===== config.mk =====
export PLATFORM = sky130hd
export DESIGN_NAME = biriscv_wb_writer
export DESIGN_NICKNAME = d
export VERILOG_FILES = /design/src/rtl/biriscv_wb_writer_pkg.sv /design/src/rtl/biriscv_wb_queue.sv /design/src/rtl/biriscv_wb_writer.sv
export SDC_FILE = /design/constraint.sdc
export NUM_CORES = 1
export LEC_CHECK = 0
export ABC_CLOCK_PERIOD_IN_PS = 11400
export CAP_MARGIN = 20
export CORE_UTILIZATION = 61
export DETAILED_ROUTE_END_ITERATION = 10
export MAX_ROUTING_LAYER = met4
export PLACE_DENSITY_LB_ADDON = 0.08
export SLEW_MARGIN = 25
export SYNTH_ARGS = -nofsm -noshare
export SYNTH_HDL_FRONTEND = slang
export SYNTH_HIERARCHICAL = 1
export SYNTH_SLANG_ARGS = --single-unit

===== constraint.sdc =====
create_clock -name clk_i -period 11.4 [get_ports clk_i]
set_input_delay 3.42 -clock clk_i [delete_from_list [all_inputs] [get_ports clk_i]]
set_output_delay 3.42 -clock clk_i [all_outputs]
set_load 0.02 [all_outputs]

===== src/rtl/biriscv_wb_writer_pkg.sv =====
// ============================================================================
// Module : biriscv_wb_writer_pkg
// Brief  : Shared constants and entry type for the writeback queue.
// Rev    : 1.0
// ============================================================================
`default_nettype none

package biriscv_wb_writer_pkg;

  localparam int c_wb_depth = 4;
  localparam int c_reg_w    = 5;
  localparam int c_value_w  = 32;
  localparam int c_entry_w  = c_reg_w + c_value_w;

  typedef struct packed {
    logic [c_reg_w-1:0]   rd;
    logic [c_value_w-1:0] value;
  } wb_entry_t;

endpackage

`default_nettype wire


===== src/rtl/biriscv_wb_queue.sv =====
// ============================================================================
// Module : biriscv_wb_queue
// Brief  : Circular FIFO accepting up to two entries per cycle, draining one.
// Rev    : 1.0
// ============================================================================
`default_nettype none

module biriscv_wb_queue
  import biriscv_wb_writer_pkg::*;
#(
  parameter int DEPTH = c_wb_depth
) (
  input  logic                         clk_i,
  input  logic                         rst_i,
  input  logic                         push0_i,
  input  logic [c_entry_w-1:0]         push0_data_i,
  input  logic                         push1_i,
  input  logic [c_entry_w-1:0]         push1_data_i,
  output logic                         ready_o,
  output logic [DEPTH-1:0]             age_valid_o,
  output logic [DEPTH*c_entry_w-1:0]   age_data_o
);

  localparam int PTR_W = $clog2(DEPTH);
  localparam int CNT_W = $clog2(DEPTH + 1);
  localparam logic [CNT_W-1:0] c_ready_max = CNT_W'(DEPTH - 2);

  logic [c_entry_w-1:0] r_mem [DEPTH];
  logic [PTR_W-1:0]     r_head;
  logic [PTR_W-1:0]     r_tail;
  logic [CNT_W-1:0]     r_count;

  logic                 w_push0;
  logic                 w_push1;
  logic                 w_deq;
  logic [PTR_W-1:0]     w_tail1;

  // Room for two is required so both slots can always be taken together.
  assign ready_o = (r_count <= c_ready_max);
  assign w_push0 = push0_i & ready_o;
  assign w_push1 = push1_i & ready_o;
  assign w_deq   = (r_count != '0);
  assign w_tail1 = r_tail + PTR_W'(w_push0);

  always_ff @(posedge clk_i or posedge rst_i) begin
    if (rst_i) begin
      r_head  <= '0;
      r_tail  <= '0;
      r_count <= '0;
    end else begin
      r_head  <= r_head + PTR_W'(w_deq);
      r_tail  <= r_tail + PTR_W'(w_push0) + PTR_W'(w_push1);
      r_count <= r_count + CNT_W'(w_push0) + CNT_W'(w_push1) - CNT_W'(w_deq);
    end
  end

  always_ff @(posedge clk_i) begin
    if (w_push0) begin
      r_mem[r_tail] <= push0_data_i;
    end
    if (w_push1) begin
      r_mem[w_tail1] <= push1_data_i;
    end
  end

  // Slot k of the age-ordered view is k entries behind the head.
  for (genvar k = 0; k < DEPTH; k++) begin : g_age
    logic [PTR_W-1:0] w_idx;
    assign w_idx          = r_head + PTR_W'(k);
    assign age_valid_o[k] = (CNT_W'(k) < r_count);
    assign age_data_o[k*c_entry_w +: c_entry_w] = r_mem[w_idx];
  end

endmodule

`default_nettype wire


===== src/rtl/biriscv_wb_writer.sv =====
// ============================================================================
// Module : biriscv_wb_writer
// Brief  : Dual-slot writeback queue funnelling into one regfile write port.
// Rev    : 1.0
// ============================================================================
`default_nettype none

module biriscv_wb_writer
  import biriscv_wb_writer_pkg::*;
#(
  parameter int DEPTH = c_wb_depth
) (
  input  logic        clk_i,
  input  logic        rst_i,
  input  logic        wb0_valid_i,
  input  logic [4:0]  wb0_rd_i,
  input  logic [31:0] wb0_value_i,
  input  logic        wb1_valid_i,
  input  logic [4:0]  wb1_rd_i,
  input  logic [31:0] wb1_value_i,
  output logic        wb_ready_o,
  output logic [4:0]  rd0_o,
  output logic [31:0] rd0_value_o,
  input  logic [4:0]  ra_i,
  input  logic [4:0]  rb_i,
  output logic        ra_fwd_o,
  output logic [31:0] ra_fwd_value_o,
  output logic        rb_fwd_o,
  output logic [31:0] rb_fwd_value_o,
  output logic [31:0] pending_o
);

  logic                       w_push0;
  logic                       w_push1;
  logic [DEPTH-1:0]           w_age_valid;
  logic [DEPTH*c_entry_w-1:0] w_age_data;
  wb_entry_t                  w_head;
  wb_entry_t                  w_e;
  logic [31:0]                w_pending;
  logic                       w_ra_fwd;
  logic [31:0]                w_ra_val;
  logic                       w_rb_fwd;
  logic [31:0]                w_rb_val;

  // x0 writes are dropped here so they never occupy a queue entry.
  assign w_push0 = wb0_valid_i & (wb0_rd_i != '0);
  assign w_push1 = wb1_valid_i & (wb1_rd_i != '0);

  biriscv_wb_queue #(
    .DEPTH(DEPTH)
  ) u_queue (
    .clk_i        (clk_i),
    .rst_i        (rst_i),
    .push0_i      (w_push0),
    .push0_data_i ({wb0_rd_i, wb0_value_i}),
    .push1_i      (w_push1),
    .push1_data_i ({wb1_rd_i, wb1_value_i}),
    .ready_o      (wb_ready_o),
    .age_valid_o  (w_age_valid),
    .age_data_o   (w_age_data)
  );

  assign w_head      = wb_entry_t'(w_age_data[c_entry_w-1:0]);
  assign rd0_o       = w_age_valid[0] ? w_head.rd    : '0;
  assign rd0_value_o = w_age_valid[0] ? w_head.value : '0;

  // Walk oldest to youngest so the last hit is the youngest match.
  always_comb begin
    w_e       = '0;
    w_pending = '0;
    w_ra_fwd  = 1'b0;
    w_ra_val  = '0;
    w_rb_fwd  = 1'b0;
    w_rb_val  = '0;
    for (int k = 0; k < DEPTH; k++) begin
      w_e = wb_entry_t'(w_age_data[k*c_entry_w +: c_entry_w]);
      if (w_age_valid[k]) begin
        w_pending[w_e.rd] = 1'b1;
        if ((ra_i != '0) && (w_e.rd == ra_i)) begin
          w_ra_fwd = 1'b1;
          w_ra_val = w_e.value;
        end
        if ((rb_i != '0) && (w_e.rd == rb_i)) begin
          w_rb_fwd = 1'b1;
          w_rb_val = w_e.value;
        end
      end
    end
    w_pending[0] = 1'b0;
  end

  assign pending_o      = w_pending;
  assign ra_fwd_o       = w_ra_fwd;
  assign ra_fwd_value_o = w_ra_val;
  assign rb_fwd_o       = w_rb_fwd;
  assign rb_fwd_value_o = w_rb_val;

endmodule

`default_nettype wire


==> impl_metrics.yaml, run 1 <==
run_status:
  outcome: "complete, no violations"
drt:
  drc: 0
  vias: 11800
  via_per_inst: 7.08
  antenna_left: 0
  dr.pass1.iters: 6
  drtIter0Drc: 1113
  wl_um: 41800
  wl_per_cell_um: 25.1
clock_network:
  cts_tree: "yes"
  cts.repair.resized: 0
  clkSinkCount: 155
  cts_max_level: 4
  cts_buffer_depth: 2
  numCtsBuffers: 17
  path_clk_slew_ns: 0.07
  ctsRootBufferMaster: "clkbuf_16"
  holdBufCountCts: 0
  post_cts_buffers: 0
  clk_latency_ns: 0.43
placed_design:
  place_ws_ns: 1.04
  io_buffer_count: 222
  dpl.hpwl_um: 27200
  placed_cells: 1631
  place_area_mm2: 0.0171
  gp_congestion: 0.939
timing:
  hold_viol_final: 0
  worst_pin_slew_ns: 1.18
  min_period_ns: 10.39
  slew_headroom: 0.211
  max_freq_mhz: 96.3
  timing.setup.tns_ns: 0
  hold_ws_ns: 0.705
  grt_setup_unrepaired: "no"
  finalWorstSetupSlack_ns: 1.01
  period_share: 0.911
  finClkSkew_ns: 0.0100
  slew_violations: 0
  finalSetupViolCount: 0
final_layout:
  stdcell_area_mm2: 0.0177
  nFillCells: 1659
  ff_latch_area_mm2: 0.00463
  nets: 1422
  fin_cells: 1667
  area_growth_pct: 17.8
  drive_gt1_frac: 0.323
  multi_input_area_mm2: 0.00951
  finish.utilization: 0.730
worst_setup_path:
  path_cells: "clkdlybuf4s50_1 > or4_4 > nor2_2 > or4_2 > buf_4 > nor2b_4 > buf_4 > and2_1 > a21oi_2 > clkdlybuf4s50_1"
  crit_family: "buffers and inverters"
  r2r-start: "u_queue/r_count[2]"
  endpoint_kind: "primary output"
  crit_path_start_kind: "input pin"
  reg2reg_slack_ns: 7.05
  cp_max_fo: 33
  crit_buf_inv: 4
  max_stage_delay_ns: 0.59
  critical_path_arrival_ns: 6.97
  r2r_cells: 12
  reg2reg_to: "u_queue/r_mem[3][27]"
  cp_slowest_cell: "or4_4"
  crit_required_ns: 7.98
  critical_path_class: "in2out"
synth:
  syn_area_mm2: 0.0150
  ys_ff_latch: 155
  yosys-top-cells-count: "edfxtp_1 (148), mux4_2 (148), mux2_4 (120), nand2_1 (115), nor2_1 (75)"
  syn-num-nets: 1291
  syn_area_per_cell_um2: 12.6
  synth.largest_area_cell: "edfxtp_1"
  async_flop_share: 0.0452
  synth_top_area_frac: 0.296
  synth_flop_cell: "edfxtp_1"
  synth_warnings: 6
  synth_edf_count: 148
  synth.area.top_cells: "edfxtp_1 (30%), mux4_2 (22%), mux2_4 (12%), nand2_1 (2.9%), a31oi_2 (2.4%)"
  yosysSeqAreaShare: 0.307
  syn_inst: 1195
  synthDistinctLibCells: 59
floorplanning:
  io_pins: 224
  die_width_um: 159
  start_util: 0.620
  die_h_um: 159
  dieArea_mm2: 0.0253
  fp.coreArea_mm2: 0.0242
  rows: 57
hold_path:
  worstHoldPathCells: 1
  hold_end: "u_queue/r_count[0]"
  holdCritPathClass: "reg2reg"
  holdCritStartpoint: "u_queue/r_count[0]"
global_routing:
  grt_overflow_total: 0
  grt_pass1_vias: 11800
  grt_start_max_net_pins: 74
  grt_antenna_before_repair: 3
  grt_pass1_wl_um: 65300
  grt_util_all_layers: 0.344
run:
  maxCapViolCount: 0
power_and_ir_drop:
  finalPower_mw: 5.62
  powerDensity_mw_per_mm2: 317
  leakage_nw: 6.36
  vdd_drop_max_mv: 0.162
==> worst max-delay path by stage <==
stage | start | end | slack, ns | cells after the start
final | ra_i[1] | ra_fwd_value_o[13] | 1.01 | 10
after CTS | ra_i[1] | ra_fwd_value_o[13] | 1.03 | 10
after global placement | rb_i[1] | rb_fwd_value_o[31] | 1.10 | 9
after detailed placement | ra_i[1] | ra_fwd_value_o[13] | 1.04 | 10
after floorplan | ra_i[1] | ra_fwd_value_o[0] | 2.96 | 8
after global routing | ra_i[0] | ra_fwd_value_o[13] | 0.89 | 10
==> cell usage in the layout (no fill, tap or decap), types with 8 or more instances in the layout <==
cell type	count
a22oi_1	22
xnor2_1	28
nand2_1	115
and2_1	9
mux4_2	148
o22ai_1	40
nor2_1	75
nand3b_1	8
mux2_4	120
clkbuf_16	17
edfxtp_1	148
xor2_1	14
mux2_2	28
buf_4	20
clkdlybuf4s50_1	222
inv_1	40
a31oi_2	29
nand3_1	40
nor3b_1	9
o221ai_1	33
a22o_1	32
a221o_1	9
o221ai_2	20
==> logic make-up after synthesis <==
| kind of cell | count (synthesis) | share of synthesized area |
|---|---|---|
| mux | 296 | 0.363 |
| xor+xnor | 44 | 0.0266 |
| flops | 155 | 0.307 |
| compound gates | 209 | 0.131 |
| fa+ha+maj | 8 | 0.00766 |
| simple gates | 308 | 0.0991 |
| other cells | 1 | 0.000249 |
| buf+inv | 174 | 0.0650 |
==> final cells by class <==
type,count,share of cell area
flip-flops and latches,155,0.261
clock inverters,15,0.00785
diodes,4,0.000565
multi-input cells,866,0.537
clock buffers,17,0.0240
well taps,324,0.0229
inverters,41,0.00869
repair buffers,245,0.137
==> state kept, by name (all words and copies together), names as in the netlist <==
register         count
u_queue/r_tail       2
u_queue/r_mem      148
u_queue/r_head       2
u_queue/r_count      3
==> metal layers <==
layer / vias up / share of wire / GRT usage
met4: 0 / 0.034 / 0.144
met3: 127 / 0.11 / 0.0745
met5: - / 0 / -
li1: 5046 / - / -
met2: 792 / 0.49 / 0.552
met1: 5843 / 0.37 / 0.425
==> power by group <==
| part | leakage [nW] | switching (mW) | total [mW] | internal (mW) |
|---|---|---|---|---|
| registers | 1.43 | 0.183 | 1.05 | 0.865 |
| clock network | 0.266 | 0.248 | 0.553 | 0.304 |
| logic | 4.66 | 2.17 | 4.02 | 1.84 |
No activity file was read; power rests on OpenSTA's default activity.
==> run 2: changes to the inputs <==
- SETUP_SLACK_MARGIN: unset -> 0.5
==> results of run 2 <==
The final DEF is identical to that of run 1; final timing and power are the same.
==> run 3: changes to the inputs <==
- CORE_UTILIZATION: 61 -> 50
- RECOVER_POWER: unset -> 100
==> impl_metrics.yaml, run 3 (synthesis results as in run 1) <==
clock_network:
  clkSinkCount: 155
  cts_buffer_depth: 2
  holdBufCountCts: 0
  clk_latency_ns: 0.43
  ctsRootBufferMaster: "clkbuf_16"
  cts_max_level: 4
  post_cts_buffers: 0
  numCtsBuffers: 17
  cts_tree: "yes"
  cts.repair.resized: 0
  path_clk_slew_ns: 0.07
worst_setup_path:
  r2r_cells: 11
  reg2reg_to: "u_queue/r_mem[3][22]"
  worstSetupStartpoint: "ra_i[1]"
  cp_max_fo: 33
  critical_path_class: "in2out"
  endpoint_kind: "primary output"
  crit_path_start_kind: "input pin"
  critical_path_arrival_ns: 7.38
  r2r-start: "u_queue/r_count[2]"
  crit_required_ns: 7.98
  cp-endpoint: "ra_fwd_value_o[13]"
  reg2reg_slack_ns: 5.49
timing:
  finClkSkew_ns: 0.00971
  grt_setup_unrepaired: "no"
  slew_headroom: -0.963
  slew_violations: 394
  worst_pin_slew_ns: 2.94
  finalSetupViolCount: 0
  period_share: 0.947
  min_period_ns: 10.80
  finalWorstSetupSlack_ns: 0.602
  max_freq_mhz: 92.6
  hold_viol_final: 0
  timing.setup.tns_ns: 0
final_layout:
  ff_latch_area_mm2: 0.00462
  regMostFlops: "u_queue/r_mem"
  nets: 1426
  mostFrequentLayoutCells: "mux4_2 (148), edfxtp_1 (148), dlygate4sd3_1 (125)"
  multi_input_area_mm2: 0.00900
  area_growth_pct: 14.7
  stdcell_area_mm2: 0.0172
  nFillCells: 2531
  top_regs: "u_queue/r_mem: 148 flops, u_queue/r_count: 3 flops"
  fin_cells: 1735
  drive_gt1_frac: 0.228
  largest_reg_flops: 148
floorplanning:
  fp.coreArea_mm2: 0.0296
  rows: 63
  io_pins: 224
  dieArea_mm2: 0.0308
  die_h_um: 175
  die_width_um: 175
  start_util: 0.507
run:
  maxCapViolCount: 12
placed_design:
  placed_cells: 1701
  gp_congestion: 0.900
  place_area_mm2: 0.0172
  place_ws_ns: 1.09
  dpl.hpwl_um: 28000
  io_buffer_count: 222
power_and_ir_drop:
  p_seq_frac: 0.197
  p_int_mw: 2.85
  vdd_drop_max_mv: 0.202
  p_sw_mw: 2.57
  pwr-share-clk: 0.105
  powerDensity_mw_per_mm2: 314
  switching_share: 0.474
  leakage_nw: 6.01
  finalPower_mw: 5.42
  comb_power_share: 0.699
run_status:
  outcome: "finished with violations"
  violations: "capacitance limit, slew limit"
global_routing:
  grt_pass1_wl_um: 66200
  grt_overflow_total: 0
  grt_antenna_before_repair: 3
  grt_pass1_vias: 11500
  grt_util_all_layers: 0.289
  grt_start_max_net_pins: 73
drt:
  via_per_inst: 6.69
  wl_um: 43100
  dr.pass1.iters: 6
  drtIter0Drc: 1061
  drc: 0
  antenna_left: 0
  wl_per_cell_um: 24.8
  vias: 11600
hold_path:
  holdCritPathClass: "reg2reg"
-- run 3: cell types whose count changed in the layout (fill, tap and decap cells not counted), sizes merged --
cell,before,now
clkinvlp,4,2
diode,4,3
buf,23,12
dlygate4sd3,0,125
clkbuf,17,32
clkinv,4,2
inv,47,50
clkdlybuf4s50,222,97
-- run 3: area by class of cell --
cell class              count  area share
multi-input cells         866       0.522
flip-flops and latches    155       0.268
repair buffers            249       0.139
well taps                 390      0.0283
clock buffers              17      0.0247
inverters                  41     0.00893
clock inverters            14     0.00864
diodes                      3    0.000436
-- run 3: critical path, stage by stage --
cell and delay [ns]:
dlygate4sd3_1 0.74, or4_4 0.21, nor2_2 0.04, or4_2 0.70, clkbuf_2 0.60, nor2b_4 0.33
buf_4 0.33, and2_1 0.24, a21oi_2 0.12, clkdlybuf4s50_1 0.61
-- run 3: power by group through the flow --
stage	Combinational, mW	Sequential (mW)	Clock, mW
final	3.79	1.06	0.566
after global routing	4.03	1.09	0.595
after CTS	3.99	1.05	0.571
after detailed placement	3.97	1.06	0
after global placement	3.95	1.04	0
after floorplan	2.86	0.964	0
-- run 3: per-layer routing --
layer,track usage,share of wire,vias to the layer above
met2,0.467,0.48,609
met1,0.374,0.41,5877
li1,-,-,5060
met3,0.0485,0.085,67
met4,0.0891,0.019,0
met5,-,0,-
-- run 3: worst min-delay path by stage --
stage,startpoint,endpoint,slack (ns),cells past startpoint
CTS,u_queue/r_count[1],u_queue/r_head[0],0.72,2
global route,u_queue/r_count[0],u_queue/r_count[0],0.77,1
detailed placement,u_queue/r_count[1],u_queue/r_head[0],0.70,2
global placement,u_queue/r_count[0],u_queue/r_count[0],0.69,1
finish,u_queue/r_count[0],u_queue/r_count[0],0.72,1
floorplan,u_queue/r_head[0],u_queue/r_head[0],0.48,1
-- run 3: stage by stage --
stage                      util  hold slack, ns
after floorplan               -           0.477
after global placement    0.581           0.689
after detailed placement  0.581           0.702
after CTS                 0.600           0.724
after global routing      0.581           0.772
final                     0.581           0.719
